`config.mk`:
```
export PLATFORM = sky130hd
export DESIGN_NAME = instr_fetch
export DESIGN_NICKNAME = d
export VERILOG_FILES = /design/src/rtl/mips_pkg.sv /design/src/rtl/fetch_skid_buf.sv /design/src/rtl/instr_fetch.sv
export SDC_FILE = /design/constraint.sdc
export NUM_CORES = 1
export LEC_CHECK = 0
export BUFFER_PORTS_ARGS = -buffer_cell sky130_fd_sc_hd__buf_2
export CORE_UTILIZATION = 50
export CTS_BUF_LIST = sky130_fd_sc_hd__clkbuf_16
export DETAILED_ROUTE_END_ITERATION = 12
export GPL_TIMING_DRIVEN = 0
export PLACE_DENSITY = 0.69
export SYNTH_ARGS = -nofsm -noshare
export SYNTH_HDL_FRONTEND = slang
export SYNTH_HIERARCHICAL = 1
export SYNTH_SLANG_ARGS = --single-unit
```
`constraint.sdc`:
```
create_clock -name clk -period 7.9 [get_ports clk]
set_input_delay 0.395 -clock clk [delete_from_list [all_inputs] [get_ports clk]]
set_output_delay 0.395 -clock clk [all_outputs]
set_load 0.02 [all_outputs]
```
`src/rtl/mips_pkg.sv`:
```
// mips_pkg
// Shared definitions for the front end of the single-cycle-decode pipeline:
//   - major opcode constants used by the decoder
//   - the bubble instruction (sll $0,$0,0)
//   - fetch FSM state encoding
//   - PC increment and a word-alignment helper
package mips_pkg;

  localparam logic [5:0]  OP_RTYPE = 6'b000000;
  localparam logic [5:0]  OP_LW    = 6'b100011;
  localparam logic [5:0]  OP_SW    = 6'b101011;

  localparam logic [31:0] NOP_WORD = 32'h0000_0000;
  localparam logic [31:0] PC_INC   = 32'd4;

  typedef enum logic [1:0] {
    S_IDLE = 2'd0,
    S_REQ  = 2'd1,
    S_HOLD = 2'd2
  } fetch_state_e;

  // Instruction addresses are always word aligned; drop the byte offset.
  function automatic logic [31:0] word_align(input logic [31:0] addr);
    return {addr[31:2], 2'b00};
  endfunction

endpackage

```
`src/rtl/fetch_skid_buf.sv`:
```
// fetch_skid_buf
// Single-entry {instr, pc} holding register. Catches a word that memory
// acknowledged while the downstream stage was stalled, so it is not lost.
// Ports:
//   clk, rst   clock, asynchronous active-high reset
//   i_load     capture i_data, mark full
//   i_unload   entry consumed, mark empty
//   i_clear    discard entry (flush); wins over load/unload
//   i_data     {instr[31:0], pc[31:0]}
//   o_data     stored entry
//   o_full     entry holds a valid word
module fetch_skid_buf (
  input  logic        clk,
  input  logic        rst,
  input  logic        i_load,
  input  logic        i_unload,
  input  logic        i_clear,
  input  logic [63:0] i_data,
  output logic [63:0] o_data,
  output logic        o_full
);

  logic [63:0] r_data;
  logic        r_full;

  always_ff @(posedge clk or posedge rst) begin
    if (rst) begin
      r_data <= '0;
      r_full <= 1'b0;
    end else begin
      if (i_clear) begin
        r_full <= 1'b0;
      end else if (i_load) begin
        r_data <= i_data;
        r_full <= 1'b1;
      end else if (i_unload) begin
        r_full <= 1'b0;
      end
    end
  end

  assign o_data = r_data;
  assign o_full = r_full;

endmodule

```
`src/rtl/instr_fetch.sv`:
```
// instr_fetch
// Fetch stage: owns the PC, runs the req/ack handshake to instruction
// memory and registers the fetched word into the IF/ID register that
// feeds the control decoder. Handles downstream stall (via a one-entry
// skid buffer) and branch redirect/flush.
// Ports:
//   clk, rst      clock, asynchronous active-high reset
//   imem_req      fetch request (S_REQ only)
//   imem_addr     fetch address, stable while a request is outstanding
//   imem_ack      memory returns imem_rdata this cycle
//   imem_rdata    fetched instruction
//   stall         downstream cannot accept; IF/ID holds
//   redirect      branch taken: flush and refetch from redirect_pc
//   redirect_pc   redirect target (low two bits ignored)
//   instrWord     IF/ID instruction, NOP_WORD when not valid
//   pc_out        PC of instrWord
//   pc_plus4      pc_out + 4
//   if_valid      instrWord holds a real instruction
module instr_fetch #(
  parameter logic [31:0] RESET_PC = 32'h0000_0000,
  parameter logic [31:0] NOP_WORD = mips_pkg::NOP_WORD
) (
  input  logic        clk,
  input  logic        rst,
  output logic        imem_req,
  output logic [31:0] imem_addr,
  input  logic        imem_ack,
  input  logic [31:0] imem_rdata,
  input  logic        stall,
  input  logic        redirect,
  input  logic [31:0] redirect_pc,
  output logic [31:0] instrWord,
  output logic [31:0] pc_out,
  output logic [31:0] pc_plus4,
  output logic        if_valid
);

  import mips_pkg::fetch_state_e;
  import mips_pkg::S_IDLE;
  import mips_pkg::S_REQ;
  import mips_pkg::S_HOLD;
  import mips_pkg::PC_INC;
  import mips_pkg::word_align;

  fetch_state_e r_state, w_state_next;
  logic [31:0]  r_pc, w_pc_next;
  // r_kill: an outstanding request was overtaken by a redirect; its ack
  // must be thrown away. r_old_addr keeps that request's address on the
  // bus while r_pc already holds the redirect target.
  logic         r_kill, w_kill_next;
  logic [31:0]  r_old_addr, w_old_addr_next;
  logic [31:0]  r_instr, w_instr_next;
  logic [31:0]  r_pc_out, w_pc_out_next;
  logic [31:0]  r_pc_plus4, w_pc_plus4_next;
  logic         r_valid, w_valid_next;

  logic         w_skid_load, w_skid_unload, w_skid_clear, w_skid_full;
  logic [63:0]  w_skid_data;
  logic [31:0]  w_target;
  logic [31:0]  w_pc_inc;
  logic [31:0]  w_skid_pc;

  assign w_target  = word_align(redirect_pc);
  assign w_pc_inc  = r_pc + PC_INC;
  assign w_skid_pc = w_skid_data[31:0];

  fetch_skid_buf u_skid (
    .clk      (clk),
    .rst      (rst),
    .i_load   (w_skid_load),
    .i_unload (w_skid_unload),
    .i_clear  (w_skid_clear),
    .i_data   ({imem_rdata, r_pc}),
    .o_data   (w_skid_data),
    .o_full   (w_skid_full)
  );

  always_ff @(posedge clk or posedge rst) begin
    if (rst) begin
      r_state    <= S_IDLE;
      r_pc       <= RESET_PC;
      r_kill     <= 1'b0;
      r_old_addr <= RESET_PC;
      r_instr    <= NOP_WORD;
      r_pc_out   <= '0;
      r_pc_plus4 <= '0;
      r_valid    <= 1'b0;
    end else begin
      r_state    <= w_state_next;
      r_pc       <= w_pc_next;
      r_kill     <= w_kill_next;
      r_old_addr <= w_old_addr_next;
      r_instr    <= w_instr_next;
      r_pc_out   <= w_pc_out_next;
      r_pc_plus4 <= w_pc_plus4_next;
      r_valid    <= w_valid_next;
    end
  end

  always_comb begin
    w_state_next    = r_state;
    w_pc_next       = r_pc;
    w_kill_next     = r_kill;
    w_old_addr_next = r_old_addr;
    w_instr_next    = r_instr;
    w_pc_out_next   = r_pc_out;
    w_pc_plus4_next = r_pc_plus4;
    w_valid_next    = r_valid;
    w_skid_load     = 1'b0;
    w_skid_unload   = 1'b0;
    w_skid_clear    = 1'b0;
    imem_req        = 1'b0;

    case (r_state)
      S_IDLE: begin
        w_state_next = S_REQ;
        if (redirect) begin
          w_pc_next    = w_target;
          w_instr_next = NOP_WORD;
          w_valid_next = 1'b0;
        end
      end

      S_REQ: begin
        imem_req = 1'b1;
        if (redirect) begin
          w_pc_next    = w_target;
          w_instr_next = NOP_WORD;
          w_valid_next = 1'b0;
          if (imem_ack) begin
            w_kill_next = 1'b0;
          end else begin
            // Keep the bus on the original address; a second redirect
            // only replaces the target in r_pc.
            if (!r_kill) w_old_addr_next = r_pc;
            w_kill_next = 1'b1;
          end
        end else if (imem_ack && r_kill) begin
          w_kill_next = 1'b0;
          if (!stall) begin
            w_instr_next = NOP_WORD;
            w_valid_next = 1'b0;
          end
        end else if (imem_ack && !stall) begin
          w_instr_next    = imem_rdata;
          w_pc_out_next   = r_pc;
          w_pc_plus4_next = w_pc_inc;
          w_valid_next    = 1'b1;
          w_pc_next       = w_pc_inc;
        end else if (imem_ack) begin
          w_skid_load  = 1'b1;
          w_pc_next    = w_pc_inc;
          w_state_next = S_HOLD;
        end else if (!stall) begin
          w_instr_next = NOP_WORD;
          w_valid_next = 1'b0;
        end
      end

      S_HOLD: begin
        if (redirect) begin
          w_skid_clear = 1'b1;
          w_pc_next    = w_target;
          w_instr_next = NOP_WORD;
          w_valid_next = 1'b0;
          w_state_next = S_REQ;
        end else if (!stall) begin
          if (w_skid_full) begin
            w_instr_next    = w_skid_data[63:32];
            w_pc_out_next   = w_skid_pc;
            w_pc_plus4_next = w_skid_pc + PC_INC;
            w_valid_next    = 1'b1;
          end
          w_skid_unload = 1'b1;
          w_state_next  = S_REQ;
        end
      end

      default: begin
        w_state_next = S_IDLE;
      end
    endcase
  end

  assign imem_addr = r_kill ? r_old_addr : r_pc;
  assign instrWord = r_instr;
  assign pc_out    = r_pc_out;
  assign pc_plus4  = r_pc_plus4;
  assign if_valid  = r_valid;

endmodule
```
==> results.yml, run 1 <==
pwr:
  p_per_area_nw_per_um2: 412.8
  p_int_uw: 3389
  p_leak_uw: 0.006375
  switchingPower_uw: 2582
  power_frac_comb: 0.465
  seqPwrFrac: 0.349
  p_clk_frac: 0.186
  peakVddDrop_v: 0.0002838
  power.total_uw: 5971
  p_sw_frac: 0.4324
finish:
  diodes: 0
  final_util: 0.6090
  layout.nets: 1510
  final_cells: 1770
  drive_gt1_frac: 0.2653
  area_delta_synth_final_pct: 18.20
  final_area_um2: 14470
route:
  route.detailed.drc: 0
  wl_per_cell_um: 20.00
  drtPass1Iterations: 5
  wl_mm: 35.39
  routed-via-count: 10290
  drtIter0Drc: 825
  drt-vias-per-instance: 5.816
  final_antenna_net_count: 0
global_routing:
  overflow: 0
  grt_usage: 0.2841
  met2_usage: 0.4449
  grt_pass1_vias: 9824
  antenna_found_initial: 0
  met3_usage: 0.03811
  grt.busiest_layer: "met2"
  met1_usage: 0.4086
  grt_pass1_wl_mm: 55.12
  grt_max_degree: 114
sta:
  slew_headroom: 0.2828
  slew_violations: 0
  max_freq_mhz: 307.7
  worstMarginPinSlew_ns: 1.076
  fin_setup_tns_ns: 0
  fin_crit_sh: 0.4113
  setup_violations: 0
  rsz0062_at_grt: "no"
  finClkSkew_ns: 0.009197
  fin_crit_ns: 3.250
  hold_viol: 0
worst_setup_path:
  critPathArrivalTime_ns: 3.65
  crit_path_end_kind: "flip-flop"
  path_common_cell: "clkbuf_1"
  cp-start-kind: "flip-flop"
  crit_fanout: 10
  path_cells: "inv_1 > ha_1 > clkbuf_1 > nor2b_1 > clkbuf_1 > clkbuf_1 > and3_1 > nor2b_4 > buf_12 > buf_12 > mux2_4"
  critPathMaxStageDelay_ns: 0.44
  crit_type: "reg2reg"
  crit_path_top_delay_cell: "clkbuf_1"
  critPathRequiredTime_ns: 8.30
min_path:
  min_path_type: "in2reg"
floorplanning:
  ios: 199
  row_count: 56
  core-area_um2: 23750
  fp.dieW_um: 158.4
  die_area_um2: 25100
  die_h_um: 158.4
  initial_core_util: 0.5152
place:
  port_buffers: 195
  gp_congestion: 0.9177
  dp_hpwl_mm: 25.62
  placed_cells: 1725
  placed_area_um2: 13680
clocking:
  htreeDepth: 1
  cts_max_path_buffers: 3
  cts_setup_buffers: 0
  cts_resized: 0
  cts_buffers: 26
  clock_latency_ns: 0.53
  root_buffer: "clkbuf_16"
  cts_tree: "done"
  holdBufCountCts: 1
  clk_pin_slew_ns: 0.06
  cts_num_sinks: 225
run_status:
  status: "finished clean"
yosys:
  synthArstFlopShare: 1.000
  ys_ff_latch: 225
  yosys-top-cells-count: "225 x dfrtp_1, 206 x nand2_1, 108 x o21ai_0, 67 x clkbuf_1, 60 x mux2_4"
  synth_largest_area_cell: "dfrtp_1"
  syn_area_um2: 12240
  ys_top_cells_by_area: "dfrtp_1 46%, mux2_4 7.4%, nand2_1 6.3%, mux2_2 5.3%, o21ai_0 4.4%"
  synth_most_common_cell: "dfrtp_1"
  syn_avg_cell_area_um2: 10.13
  yosys.area.top_type_share: 0.4601
  ys_types: 64
  syn_inst: 1208
  synthFlopType: "dfrtp_1"
  synth-edff-count: 0
  ys_warn_count: 6
  seq_area_frac_synth: 0.4601
job:
  cap_violations: 0
[critical path: cells and delay by family, from the launching register on]
kind	cells	cell delay (ns)
buffers and inverters	6	1.55
muxes	1	0.32
DFF	1	0.43
and+or+nand+nor	3	0.66
adders and majority gates	1	0.16
[layout by cell type (no fill, tap or decap), drive strengths merged, types with 3 or more instances in the layout]
cell,Yosys,final
a21o,7,7
a21oi,31,31
a22oi,36,36
a2bb2oi,15,15
a31oi,7,7
and2,4,4
and3,9,9
and4,6,6
buf,37,234
clkbuf,69,96
clkinv,0,13
dfrtp,225,225
ha,6,6
inv,21,24
mux2,118,118
mux2i,44,44
nand2,206,206
nand2b,5,5
nand3,18,18
nand4,23,23
nor2,28,28
nor2b,5,5
nor3,17,17
nor4,11,11
o211ai,9,9
o21a,8,8
o21ai,109,109
o221ai,3,3
o22a,3,3
o22ai,11,11
o31ai,43,43
or3,7,7
or4,8,8
xnor2,23,23
xor2,21,21
[power groups by stage]
stage          clock, µW  combinational, µW  sequential (µW)
4_1_cts             1130               2760             2070
3_5_place_dp           0               2750             2090
3_3_place_gp           0               2710             2070
6_report            1110               2770             2080
2_1_floorplan          0               1770             2160
5_1_grt             1180               2990             2150
[flip-flops by register name (all words and copies together) (netlist names)]
register	cells
if_valid	1
r_state	2
u_skid/o_full	1
pc_out	32
r_kill	1
instrWord	32
pc_plus4	30
u_skid/o_data	64
r_old_addr	32
r_pc	30
[per-stage QoR]
stage / worst slack, ns / hold slack, ns
floorplan: 3.185 / 0.4493
global placement: 0.9149 / 0.4577
detailed placement: 4.745 / 0.4480
CTS: 4.699 / 0.1054
global route: 4.461 / 0.1064
finish: 4.650 / 0.1152
[cell families after synthesis]
kind of cell	after synthesis	synth area share
flip-flops	225	0.4601
adder cells (fa/ha/maj)	6	0.006134
other	1	0.0003064
buffers and inverters	127	0.05102
AO/OA/AOI/OAI	292	0.1526
AND/OR/NAND/NOR	351	0.1354
multiplexers	162	0.1630
XOR/XNOR	44	0.03149
[path summary, 6_finish.rpt]
path	endpoint	cells past startpoint	slack, ns	start
max	u_skid/o_data[36]$_DFFE_PP0P_	11	4.65	r_state[1]$_DFFE_PP0P_
min	u_skid/o_data[47]$_DFFE_PP0P_	2	0.12	imem_rdata[15]
max reg2reg	u_skid/o_data[36]$_DFFE_PP0P_	11	4.65	r_state[1]$_DFFE_PP0P_
min reg2reg	pc_out[10]$_DFFE_PP0P_	2	0.47	pc_out[10]$_DFFE_PP0P_
max in group asynchronous	r_old_addr[21]$_DFFE_PP0P_	4	6.53	rst
min in group asynchronous	instrWord[12]$_DFFE_PP0P_	3	0.44	rst
[metal layers]
layer	vias to the layer above	part of all wire	routed length, µm
li1	4776	-	-
met1	5006	0.44	15690
met2	445	0.46	16170
met3	67	0.075	2647
met4	0	0.025	882
met5	-	0	0
[final cells by class]
cell class	count	area, µm²
Tap cell	319	399.1
Multi-Input combinational cell	857	5987
Fill cell	2050	9288
Clock inverter	17	97.59
Clock buffer	27	675.6
Sequential cell	225	5630
Timing Repair Buffer	198	1041
Inverter	21	88.84
Buffer	106	545.5
(Power assumes the default switching activity.)
==> run 2: changes to the inputs <==
PLACE_DENSITY = 0.72   (was 0.69)
clock period = 2.8 ns   (was 7.9 ns; I/O delays follow)
==> run 2 against run 1 <==
Compared with the run above:
- setup slack worse by 4.6 ns
- non-clock buffer count is 60 higher
- wire length increased by 3.5%
- global-route usage rose by 0.85 points
- critical path type unchanged
- final cell count rose by 3.6%
==> results.yml, run 2 (same netlist as run 1, synthesis figures left out) <==
global_routing:
  grt_pass1_wl_mm: 56.98
  overflow: 0
  grt_pass1_vias: 10400
  grt_usage: 0.2926
  antenna_found_initial: 0
  grt_max_degree: 49
pwr:
  power.total_uw: 17130
  p_leak_uw: 0.006694
  peakVddDrop_v: 0.0007745
  p_per_area_nw_per_um2: 1129
finish:
  diodes: 0
  largest_reg_flops: 64
  ff_latch_area_um2: 5632
  drive_gt1_frac: 0.2642
  layout.nets: 1570
  fill_cells: 1920
  final_cell_mix: "224 x dfrtp_1, 206 x buf_2, 206 x nand2_1"
  final_cells: 1833
  area_delta_synth_final_pct: 24.01
  multiInputGateArea_um2: 6007
  final_common_cell: "dfrtp_1"
job:
  cap_violations: 0
min_path:
  min_path_type: "in2reg"
sta:
  slew_violations: 0
  finClkSkew_ns: 0.01613
  max_freq_mhz: 367.0
  rsz0062_at_grt: "no"
  hold_viol: 0
  fin_crit_ns: 2.725
  worstMarginPinSlew_ns: 0.9288
  slew_headroom: 0.3808
  fin_crit_sh: 0.9732
  setup_violations: 0
clocking:
  cts_num_sinks: 225
  htreeDepth: 1
  cts_max_path_buffers: 3
  clk_pin_slew_ns: 0.06
  cts_tree: "done"
  cts_buffers: 26
  cts_setup_buffers: 0
  clock_latency_ns: 0.54
  root_buffer: "clkbuf_16"
route:
  drt-vias-per-instance: 5.832
  drtIter0Drc: 791
  wl_per_cell_um: 19.98
  routed-via-count: 10690
  final_antenna_net_count: 0
  wl_mm: 36.62
  drtPass1Iterations: 5
  route.detailed.drc: 0
floorplanning:
  die_area_um2: 25100
  fp.dieW_um: 158.4
  row_count: 56
  core-area_um2: 23750
  die_h_um: 158.4
  initial_core_util: 0.5152
  ios: 199
worst_setup_path:
  cp-start-kind: "flip-flop"
  crit_path_top_delay_cell: "or4_4"
  path_cells: "ha_2 > nand3_4 > or3_1 > buf_2 > or4_4 > xor2_1 > o211ai_2"
  crit_type: "reg2reg"
  crit_fanout: 9
  critPathMaxStageDelay_ns: 0.57
  crit_path_end_kind: "flip-flop"
  critPathRequiredTime_ns: 3.20
  critPathArrivalTime_ns: 3.13
run_status:
  status: "finished clean"
place:
  placed_cells: 1729
  gp_congestion: 0.9513
  port_buffers: 195
  dp_hpwl_mm: 26.09
==> run 2: area by class of cell <==
type / count / area share
inverters: 21 / 0.005606
flip-flops and latches: 225 / 0.3711
clock buffers: 27 / 0.04452
clock inverters: 20 / 0.008575
repair buffers: 260 / 0.1116
well taps: 319 / 0.02630
plain buffers: 104 / 0.03644
multi-input cells: 857 / 0.3958
==> run 2: worst paths after layout <==
kind / slack [ns] / end / startpoint / cells past startpoint
min reg2reg: 0.47 / pc_plus4[2]$_DFFE_PP0P_ / pc_plus4[2]$_DFFE_PP0P_ / 2
max: 0.08 / pc_plus4[26]$_DFFE_PP0P_ / r_pc[3]$_DFFE_PP0P_ / 7
max in group asynchronous: 1.83 / r_pc[27]$_DFFE_PP0P_ / rst / 6
min: 0.03 / r_pc[18]$_DFFE_PP0P_ / redirect_pc[18] / 3
min in group asynchronous: 0.07 / instrWord[10]$_DFFE_PP0P_ / rst / 3
max reg2reg: 0.08 / pc_plus4[26]$_DFFE_PP0P_ / r_pc[3]$_DFFE_PP0P_ / 7
==> run 2: layer usage <==
layer | part of all wire | global-route usage | vias up
li1 | - | - | 4907
met1 | 0.43 | 0.3985 | 5184
met2 | 0.46 | 0.4691 | 505
met3 | 0.079 | 0.04899 | 94
met4 | 0.035 | 0.1062 | 0
met5 | 0 | 0 | -
==> run 2: worst max-delay path, delay by kind of cell (launching register included) <==
family	cells	cell delay, ns
XOR/XNOR	1	0.28
AO/OA/AOI/OAI	1	0.10
AND/OR/NAND/NOR	3	1.10
adder cells (fa/ha/maj)	1	0.34
buffers and inverters	1	0.21
flip-flops	1	0.56
==> run 2: what timing repair did <==
item	4_1_cts	5_1_grt
resized for setup	3	20
cloned	0	0
endpoints found under the setup margin	94	162
hold buffers	59	0
hold endpoints to repair	182	0
==> run 2: where the power goes <==
group / internal, µW / switching, µW
combinational: 3220 / 4740
clock: 1900 / 1340
sequential: 4630 / 1300
==> run 2: per-stage QoR <==
step	setup WS (ns)	instance area [µm²]	hold WS, ns	setup TNS, ns	utilization
2_1_floorplan	0.06157	12250	0.2299	0	-
3_3_place_gp	-0.6075	13620	0.3914	-119.34	0.5734
3_5_place_dp	-0.3603	13750	0.06098	-22.56	0.5789
4_1_cts	0.03278	15140	0.004108	0	0.6375
5_1_grt	0.01363	15180	0.05322	0	0.6389
6_report	0.07510	15180	0.03430	0	0.6389
